===== src/rtl/lc_mem_ctrl.sv =====
// Word-addressed memory behind an asynchronous four-phase request/acknowledge
// handshake; optional extra access latency set by WAIT_CYCLES.
`ifndef LC_MEM_DEPTH
`define LC_MEM_DEPTH 16
`endif
`ifndef LC_MEM_ADDR_WIDTH
`define LC_MEM_ADDR_WIDTH 8
`endif
`ifndef LC_MEM_DATA_WIDTH
`define LC_MEM_DATA_WIDTH 32
`endif

module lc_mem_ctrl #(
    parameter int MEM_DEPTH   = `LC_MEM_DEPTH,
    parameter int WAIT_CYCLES = 0
) (
    input  logic                            CLK,
    input  logic                            RESETn,
    input  logic                            MEM_REQ_IN,
    input  logic                            MEM_WRITE,
    input  logic [`LC_MEM_ADDR_WIDTH-3:0]   MEM_AIN,
    input  logic [`LC_MEM_DATA_WIDTH-1:0]   MEM_DIN,
    output logic                            MEM_ACK_OUT,
    output logic [`LC_MEM_DATA_WIDTH-1:0]   MEM_DOUT,
    output logic [1:0]                      DBG_STATE
);
    localparam int AW = `LC_MEM_ADDR_WIDTH - 2;
    localparam int DW = `LC_MEM_DATA_WIDTH;
    localparam int IW = (MEM_DEPTH > 1) ? $clog2(MEM_DEPTH) : 1;

    typedef enum logic [1:0] {
        IDLE     = 2'd0,
        ACCESS   = 2'd1,
        ACK      = 2'd2,
        WAIT_LOW = 2'd3
    } state_t;

    // Handshake: the requester raises MEM_REQ_IN with MEM_WRITE/MEM_AIN/MEM_DIN
    // stable, waits for MEM_ACK_OUT=1, then drops MEM_REQ_IN; MEM_ACK_OUT falls
    // once the synchronised request is seen low, completing the four phases.
    state_t          state, state_next;
    logic            req_meta, req_s;
    logic [3:0]      wait_cnt;
    logic            wr_r;
    logic [AW-1:0]   addr_r;
    logic [DW-1:0]   data_r;
    logic [DW-1:0]   mem [MEM_DEPTH];
    logic            in_range;
    logic            exec;
    logic [IW-1:0]   idx;

    assign in_range  = ({{(32-AW){1'b0}}, addr_r} < 32'(MEM_DEPTH));
    assign exec      = (state == ACCESS) && (wait_cnt == 4'd0);
    assign idx       = addr_r[IW-1:0];
    assign DBG_STATE = state;

    always_ff @(posedge CLK or negedge RESETn) begin
        if (!RESETn) state <= IDLE;
        else         state <= state_next;
    end

    always_comb begin
        state_next = state;
        case (state)
            IDLE:     if (req_s)              state_next = ACCESS;
            ACCESS:   if (wait_cnt == 4'd0)   state_next = ACK;
            ACK:      if (!req_s)             state_next = WAIT_LOW;
            WAIT_LOW:                         state_next = IDLE;
            default:                          state_next = IDLE;
        endcase
    end

    always_ff @(posedge CLK or negedge RESETn) begin
        if (!RESETn) begin
            req_meta    <= 1'b0;
            req_s       <= 1'b0;
            wait_cnt    <= 4'd0;
            MEM_ACK_OUT <= 1'b0;
            MEM_DOUT    <= '0;
            wr_r        <= 1'b0;
            addr_r      <= '0;
            data_r      <= '0;
        end else begin
            req_meta    <= MEM_REQ_IN;
            req_s       <= req_meta;
            MEM_ACK_OUT <= (state_next == ACK);
            if (state == IDLE && req_s) begin
                wr_r     <= MEM_WRITE;
                addr_r   <= MEM_AIN;
                data_r   <= MEM_DIN;
                wait_cnt <= 4'(WAIT_CYCLES);
            end else if (state == ACCESS && wait_cnt != 4'd0) begin
                wait_cnt <= wait_cnt - 4'd1;
            end
            if (exec && !wr_r)
                MEM_DOUT <= in_range ? mem[idx] : '0;
        end
    end

    // Array is deliberately outside reset; a reset forces IDLE so a pending write never fires.
    always_ff @(posedge CLK) begin
        if (exec && wr_r && in_range)
            mem[idx] <= data_r;
    end

endmodule


===== config.mk =====
export PLATFORM = sky130hd
export DESIGN_NAME = lc_mem_ctrl
export DESIGN_NICKNAME = d
export VERILOG_FILES = /design/src/rtl/lc_mem_ctrl.sv
export SDC_FILE = /design/constraint.sdc
export NUM_CORES = 1
export LEC_CHECK = 0
export ABC_AREA = 1
export BUFFER_PORTS_ARGS = -buffer_cell sky130_fd_sc_hd__buf_2
export CAP_MARGIN = 20
export CORE_MARGIN = 10
export CORE_UTILIZATION = 55
export DETAILED_ROUTE_END_ITERATION = 10
export GPL_TIMING_DRIVEN = 1
export PLACE_DENSITY = 0.84
export SYNTH_ARGS = -nofsm -noshare
export SYNTH_HDL_FRONTEND = slang
export SYNTH_SLANG_ARGS = --single-unit

===== constraint.sdc =====
create_clock -name CLK -period 2.79 [get_ports CLK]
set_input_delay 0 -clock CLK [delete_from_list [all_inputs] [get_ports CLK]]
set_output_delay 0 -clock CLK [all_outputs]
set_load 0.01 [all_outputs]

==> results of run 1 <==
==> through the flow <==
stage	total power (uW)	util [%]	setup TNS (ns)	cells	hold slack (ns)
3_5_place_dp	20000	58.7	0	2921	0.118
2_1_floorplan	17300	-	-104.40	2323	-0.296
4_1_cts	27500	63.8	0	3064	0.0690
3_3_place_gp	19700	58.7	0	2921	0.115
6_report	27600	63.8	0	3065	0.0496
5_1_grt	28900	63.8	0	3065	0.0851
==> repair_timing <==
item,in CTS,in global routing
hold endpoints to repair,100,0
setup buffers,0,0
setup endpoints to repair,0,0
hold buffers,41,0
==> path summary, 6_finish.rpt <==
path	from	end	slack [ns]
max in group asynchronous	RESETn	MEM_DOUT[4]	1.90
max reg2reg	wait_cnt[0]	mem[14][14]	0.28
max	wait_cnt[0]	mem[14][14]	0.28
min	RESETn	MEM_DOUT[23]	0.05
min reg2reg	req_meta	req_s	0.36
min in group CLK	MEM_REQ_IN	req_meta	0.07
==> routing by layer <==
layer | share of wire, % | track usage [%]
met1 | 36 | 28.0
met4 | 3.8 | 9.60
met3 | 9.9 | 3.32
met5 | 0 | 0
met2 | 50 | 37.6
==> Yosys cell counts <==
library cell  instances  area (um^2)
nand2_1            1523         5720
edfxtp_1            512        15400
dfrtp_1              80         2000
buf_2                54          270
o21ai_1              32          160
clkbuf_1             25         93.8
buf_6                23          259
nor2_1               23         86.3
inv_1                12         45.0
o21ai_0               9         45.0
nand3_1               7         35.0
buf_1                 5         18.8
buf_4                 5         37.5
a21oi_1               3         15.0
ha_1                  2         25.0
inv_2                 2         7.51
clkinv_1              1         3.75
inv_4                 1         6.26
nor3_2                1         10.0
o211ai_1              1         7.51
o22ai_1               1         6.26
or2_2                 1         6.26
==> final cells by class <==
cell class / count / area share, %
multi-input combinational: 1603 / 22.7
clock buffer: 82 / 5.79
tap: 585 / 2.65
timing repair buffer: 166 / 5.06
inverter: 16 / 0.244
clock inverter: 20 / 0.710
sequential: 592 / 62.9
antenna: 1 / 0.00905
==> power breakdown <==
part | total (uW) | switching [uW] | internal [uW] | leakage (uW)
combinational | 7430 | 5410 | 2020 | 0.00545
clock | 7390 | 3140 | 4250 | 0.000876
sequential | 12800 | 1580 | 11200 | 0.00567
total | 27600 | 10100 | 17500 | 0.0120
==> sequential cells by signal, indices dropped and copies added (netlist names), 2 cells and up <==
| signal | flops |
|---|---|
| mem | 512 |
| MEM_DOUT | 32 |
| data_r | 32 |
| addr_r | 6 |
| wait_cnt | 4 |
| DBG_STATE | 2 |
==> logic make-up after synthesis <==
group | synth area share [%]
AO/OA/AOI/OAI | 0.966
adder cells (fa/ha/maj) | 0.103
buffers and inverters | 3.06
flip-flops | 71.7
AND/OR/NAND/NOR | 24.2
==> worst register-to-register path, stage by stage, from the launching register on <==
cell and delay, ns:
dfrtp_1 0.37, inv_1 0.13, ha_1 0.17, nand2_1 0.06, nor2_1 0.16, nand2_1 0.13, nor3_2 0.34, nand3_1 0.13
buf_4 0.21, nor2_4 0.24, buf_12 0.23
==> metrics.txt, run 1 <==
layout cells sized above 1=9.40%; Worst Setup Start Kind=register; critical path depth=10; first-pass GRT wire length=92,800 um; most frequent cells in the layout=1,523 x nand2_1, 512 x edfxtp_1, 78 x dfrtp_1, 75 x buf_2, 58 x clkbuf_16; max_cap viols=0; unrepaired setup endpoints after global routing=no; number of synthesized register bits=592; Die Area=52,900 um^2; Core Area=43,400 um^2; Arr. time, crit path=2.78 ns; post-cts repair resize count=0; FILL cells=3,023; Worst EP required=3.06 ns; setup ws final=0.283 ns; Clock Tree Buf Depth=3; CTS tree=done; IO Port Bufs=76; count of pins over their slew limit=0; initial antenna violation count=1; Final Instance Area=27,700 um^2; power per cell area=997 nW/um^2; routability cong.=0.855; CP peak stage delay=0.37 ns; crit path capture type=register; Clock Skews=0.0338 ns; row cnt=76; clk_lat worst skew=0.60 ns; Mapped Nets=2,367; initial core utilization=55.9%; I/O Pins=77; most common cell after layout, fill and taps aside=nand2_1; Area growth, synth to finish=14.1%; Fmax=0.399 GHz; Multi-input gate area=6270 um^2; min-delay worst type=in -> async; crit-path cells=inv_1 > ha_1 > nand2_1 > nor2_1 > nand2_1 > nor3_2 > nand3_1 > buf_4 > nor2_4 > buf_12; worst path bufs/invs=3; Worst-path clk slew=0.07 ns; leakage power=0.0120 uW; fin crit share=89.9%; synth unique cells=22; overall routed net length=59,600 um; outcome=finished, final reports clean; CTS root buf=clkbuf_16; final hold violations=0; via/cell ratio=5.54; Place WS=0.363 ns; die width=230 um; H-tree levels=2; min Tclk post-route=2.51 ns; mean routed wirelength per cell=19.5 um; Num CTS Buffers=54; antenna-violating nets left=0; final setup fails=0; Placed Area=25,400 um^2; drt drc=0; Ys Warns=0; Seq/Total Area, Yosys=71.7%; path depth of the worst reg2reg path=10; most used cell along the critical path=nand2_1; worst-margin pin slew=1.01 ns; Via Count=16,992; register area=17,400 um^2; Avg Synthesized Cell Area=10.4 um^2; Mapped Cells=2,323; CTS sink cnt=592; residual overflow from global routing=0; family with the most delay on the worst path=simple AND/OR/NAND/NOR gates; initial drt markers=2,137; cell area after synthesis=24,200 um^2; largest net degree at the start of global routing=192; VDD IR max=0.000646 V; post-layout net count=2,477; die height=230 um; total track usage=22.2%; Slowest-stage cell, CP=dfrtp_1; Pre-Repair DR Iteration Count=7; CP Max Fanout=25; critical path class=reg -> reg; Rel. slew slack=32.5%; vias in the first global route=16,756; DP HPWL=33,800 um
Note: power is estimated with default switching activity, not from simulation.
==> run 2, diff against run 1 <==
--- a/config.mk
+++ b/config.mk
@@ -5,13 +5,11 @@
 export SDC_FILE = /design/constraint.sdc
 export NUM_CORES = 1
 export LEC_CHECK = 0
-export ABC_AREA = 1
 export BUFFER_PORTS_ARGS = -buffer_cell sky130_fd_sc_hd__buf_2
 export CAP_MARGIN = 20
 export CORE_MARGIN = 10
 export CORE_UTILIZATION = 55
 export DETAILED_ROUTE_END_ITERATION = 10
-export GPL_TIMING_DRIVEN = 1
 export PLACE_DENSITY = 0.84
 export SYNTH_ARGS = -nofsm -noshare
 export SYNTH_HDL_FRONTEND = slang
==> run 2 against run 1 <==
Core utilization increased by 1.7 points. Maximum frequency increased by 0.84%. Die area decreased by 6.7%. Synthesized area decreased by 7.4%. Clock power increased by 3.7%. Count of clock-buffer cells in the layout decreased by 22. Non-clock buffer count increased by 1. Hold slack improved by 0.028 ns. Final area decreased by 5.3%. Sequential power about the same. Critical endpoint is now MEM_DOUT[30]. Highest routed layer unchanged.
==> metrics.txt, run 2 <==
Clock Skews=0.0260 ns (was 0.0338 ns); most common cell after layout, fill and taps aside=edfxtp_1 (was nand2_1); Logic pwr share=21.1% (was 26.9%); Largest Register=mem (unchanged); first-pass GRT wire length=79,500 um (was 92,800 um); family with the most delay on the worst path=simple AND/OR/NAND/NOR gates (unchanged); total track usage=21.1% (was 22.2%); Worst EP required=3.28 ns (was 3.06 ns); sequential power share=49.7% (was 46.3%); Area growth, synth to finish=16.6% (was 14.1%); hold path start=MEM_REQ_IN; mean routed wirelength per cell=29.4 um (was 19.5 um); initial core utilization=56.1% (was 55.9%); drt drc=0 (unchanged); Ys Warns=0 (unchanged); Yosys top cell by area=edfxtp_1 (unchanged); Worst Setup Start Kind=register (unchanged); clk_lat worst skew=0.58 ns (was 0.60 ns); unrepaired setup endpoints after global routing=no (unchanged); overall routed net length=52,100 um (was 59,600 um); FF-to-FF setup slack=0.30 ns (was 0.28 ns); CTS root buf=clkbuf_16 (unchanged); final setup fails=0 (unchanged); most frequent cells in the layout=512 x edfxtp_1, 128 x mux4_2, 77 x dfrtp_1, 75 x buf_2, 71 x mux2_2 (was 1,523 x nand2_1, 512 x edfxtp_1, 78 x dfrtp_1, 75 x buf_2, 58 x clkbuf_16); number of synthesized register bits=592 (unchanged); CP peak stage delay=0.78 ns (was 0.37 ns); Post-synth top cells=512 x edfxtp_1, 128 x mux4_2, 80 x dfrtp_1 (was 1,523 x nand2_1, 512 x edfxtp_1, 80 x dfrtp_1); Clock Tree Buf Depth=3 (unchanged); post-cts repair resize count=0 (unchanged); die height=222 um (was 230 um); Arr. time, crit path=2.97 ns (was 2.78 ns); routability cong.=0.772 (was 0.855); Largest register FFs=512 (unchanged); synth unique cells=29 (was 22); layout cells sized above 1=35.7% (was 9.40%); vias in the first global route=12,186 (was 16,756); count leader, synth=edfxtp_1 (was nand2_1); fin crit share=89.1% (was 89.9%); die width=222 um (was 230 um); Min-Delay Path Depth=2; CP Max Fanout=33 (was 25); min-delay worst type=in -> reg (was in -> async); DP HPWL=28,400 um (was 33,800 um); initial drt markers=1,533 (was 2,137); residual overflow from global routing=0 (unchanged); number of setup buffers added after CTS=0 (unchanged); crit-path cells=nand2_1 > nor2_2 > buf_4 > nand4_1 > nand3_1 (was inv_1 > ha_1 > nand2_1 > nor2_1 > nand2_1 > nor3_2 > nand3_1 > buf_4 > nor2_4 > buf_12); critical path class=reg -> reg (unchanged); Synth top area share=68.5% (was 63.4%); register area=17,400 um^2 (about the same); CTS sink cnt=592 (unchanged); Mapped Cells=1,037 (was 2,323); Hold EP=req_meta; antenna-violating nets left=0 (unchanged); outcome=finished, final reports clean (unchanged); top cells by area, synth=edfxtp_1 68%, mux4_2 13%, dfrtp_1 8.9% (was edfxtp_1 63%, nand2_1 24%, dfrtp_1 8.3%); Die Area=49,300 um^2 (was 52,900 um^2); Seq/Total Area, Yosys=77.4% (was 71.7%); IO Port Bufs=76 (unchanged); Core Area=40,000 um^2 (was 43,400 um^2); Crit Reg-Reg Startpoint=addr_r[3] (was wait_cnt[0]); I/O Pins=77 (unchanged); via/cell ratio=6.52 (was 5.54); Rel. slew slack=37.4% (was 32.5%); cell area after synthesis=22,400 um^2 (was 24,200 um^2); path depth of the worst reg2reg path=5 (was 10); FILL cells=2,415 (was 3,023); Pre-Repair DR Iteration Count=6 (was 7); Pint=18,700 uW (was 17,500 uW); Fmax=0.402 GHz (was 0.399 GHz); setup ws final=0.304 ns (was 0.283 ns); r2r endpoint=MEM_DOUT[30] (was mem[14][14]); Place WS=0.333 ns (was 0.363 ns); VDD IR max=0.000616 V (was 0.000646 V); row cnt=73 (was 76); Via Count=11,542 (was 16,992); worst-margin pin slew=0.939 ns (was 1.01 ns); final hold violations=0 (unchanged); count of pins over their slew limit=0 (unchanged); Num CTS Buffers=53 (was 54); switching fraction of total power=28.9% (was 36.7%); power per cell area=1010 nW/um^2 (was 997 nW/um^2); largest net degree at the start of global routing=64 (was 192); initial antenna violation count=0 (was 1); n_diodes=0 (was 1); leakage power=0.00879 uW (was 0.0120 uW); overall power=26,300 uW (was 27,600 uW); number of enable flip-flop cells after synthesis=512 (unchanged); Post-synth ARST share=13.5% (unchanged); CTS tree=done (unchanged); Slowest-stage cell, CP=dfrtp_4 (was dfrtp_1); post-layout net count=1,245 (was 2,477); Worst-path clk slew=0.06 ns (was 0.07 ns); H-tree levels=2 (unchanged); sw power=7610 uW (was 10,100 uW); Mapped Nets=1,081 (was 2,367); Synth Flop Type=edfxtp_1 (unchanged); worst path bufs/invs=1 (was 3); Clock Power Share=29.1% (was 26.8%); Multi-input gate area=4930 um^2 (was 6270 um^2); Avg Synthesized Cell Area=21.6 um^2 (was 10.4 um^2); Top Registers=mem: 512 flops, MEM_DOUT: 32 flops, data_r: 32 flops (unchanged); CTS Hold Bufs=41 (unchanged); crit path capture type=register (unchanged); max_cap viols=0 (unchanged); min Tclk post-route=2.49 ns (was 2.51 ns)
==> run 2: routing by layer <==
metal / share of wire [%] / GRT usage [%]
met1: 35 / 26.7
met2: 52 / 35.5
met3: 9.8 / 4.34
met4: 3.6 / 8.05
met5: 0 / 0
==> run 2: how the worst max path moves through the flow <==
stage	from	endpoint	slack [ns]	cells after the start
floorplan	addr_r[1]	mem[7][0]	-0.30	6
global placement	DBG_STATE[1]	mem[0][3]	0.46	5
detailed placement	DBG_STATE[1]	mem[3][4]	0.33	5
CTS	DBG_STATE[0]	mem[3][16]	0.34	5
global route	DBG_STATE[0]	mem[0][16]	0.16	5
finish	addr_r[3]	MEM_DOUT[30]	0.30	5
==> run 2: through the flow <==
stage / cells / util (%) / area [um^2] / setup TNS, ns / hold WS (ns)
finish: 1770 / 65.5 / 26200 / 0 / 0.0773
global route: 1770 / 65.5 / 26200 / 0 / 0.0838
global placement: 1630 / 59.8 / 23900 / 0 / 0.112
floorplan: 1037 / - / 22500 / -96.89 / -0.296
detailed placement: 1630 / 59.8 / 23900 / 0 / 0.118
CTS: 1770 / 65.5 / 26200 / 0 / 0.0659
==> run 2: cells by family after synthesis <==
kind of cell	share of synthesized area, %
compound gates	1.16
xor+xnor	0.117
fa+ha+maj	0.111
buf+inv	1.38
flops	77.4
mux	16.4
simple gates	3.43
==> run 2: power by group through the flow <==
stage	clock [uW]	sequential (uW)	combinational [uW]
6_report	7660	13100	5560
5_1_grt	8100	13300	5910
4_1_cts	7720	13100	5600
3_5_place_dp	0	13300	5410
3_3_place_gp	0	13100	5230
2_1_floorplan	0	12400	4040
==> run 2: cell type report <==
type                    instances  area share, %
multi-input cells             384           18.8
flip-flops and latches        592           66.4
well taps                     525           2.51
inverters                       3         0.0430
clock inverters                39           1.75
clock buffers                  60           5.32
repair buffers                167           5.13
==> run 2: worst reg2reg max path: stages (launching register included) <==
cell and delay [ns]:
dfrtp_4 0.78, nand2_1 0.45, nor2_2 0.21, buf_4 0.52
nand4_1 0.24, nand3_1 0.21
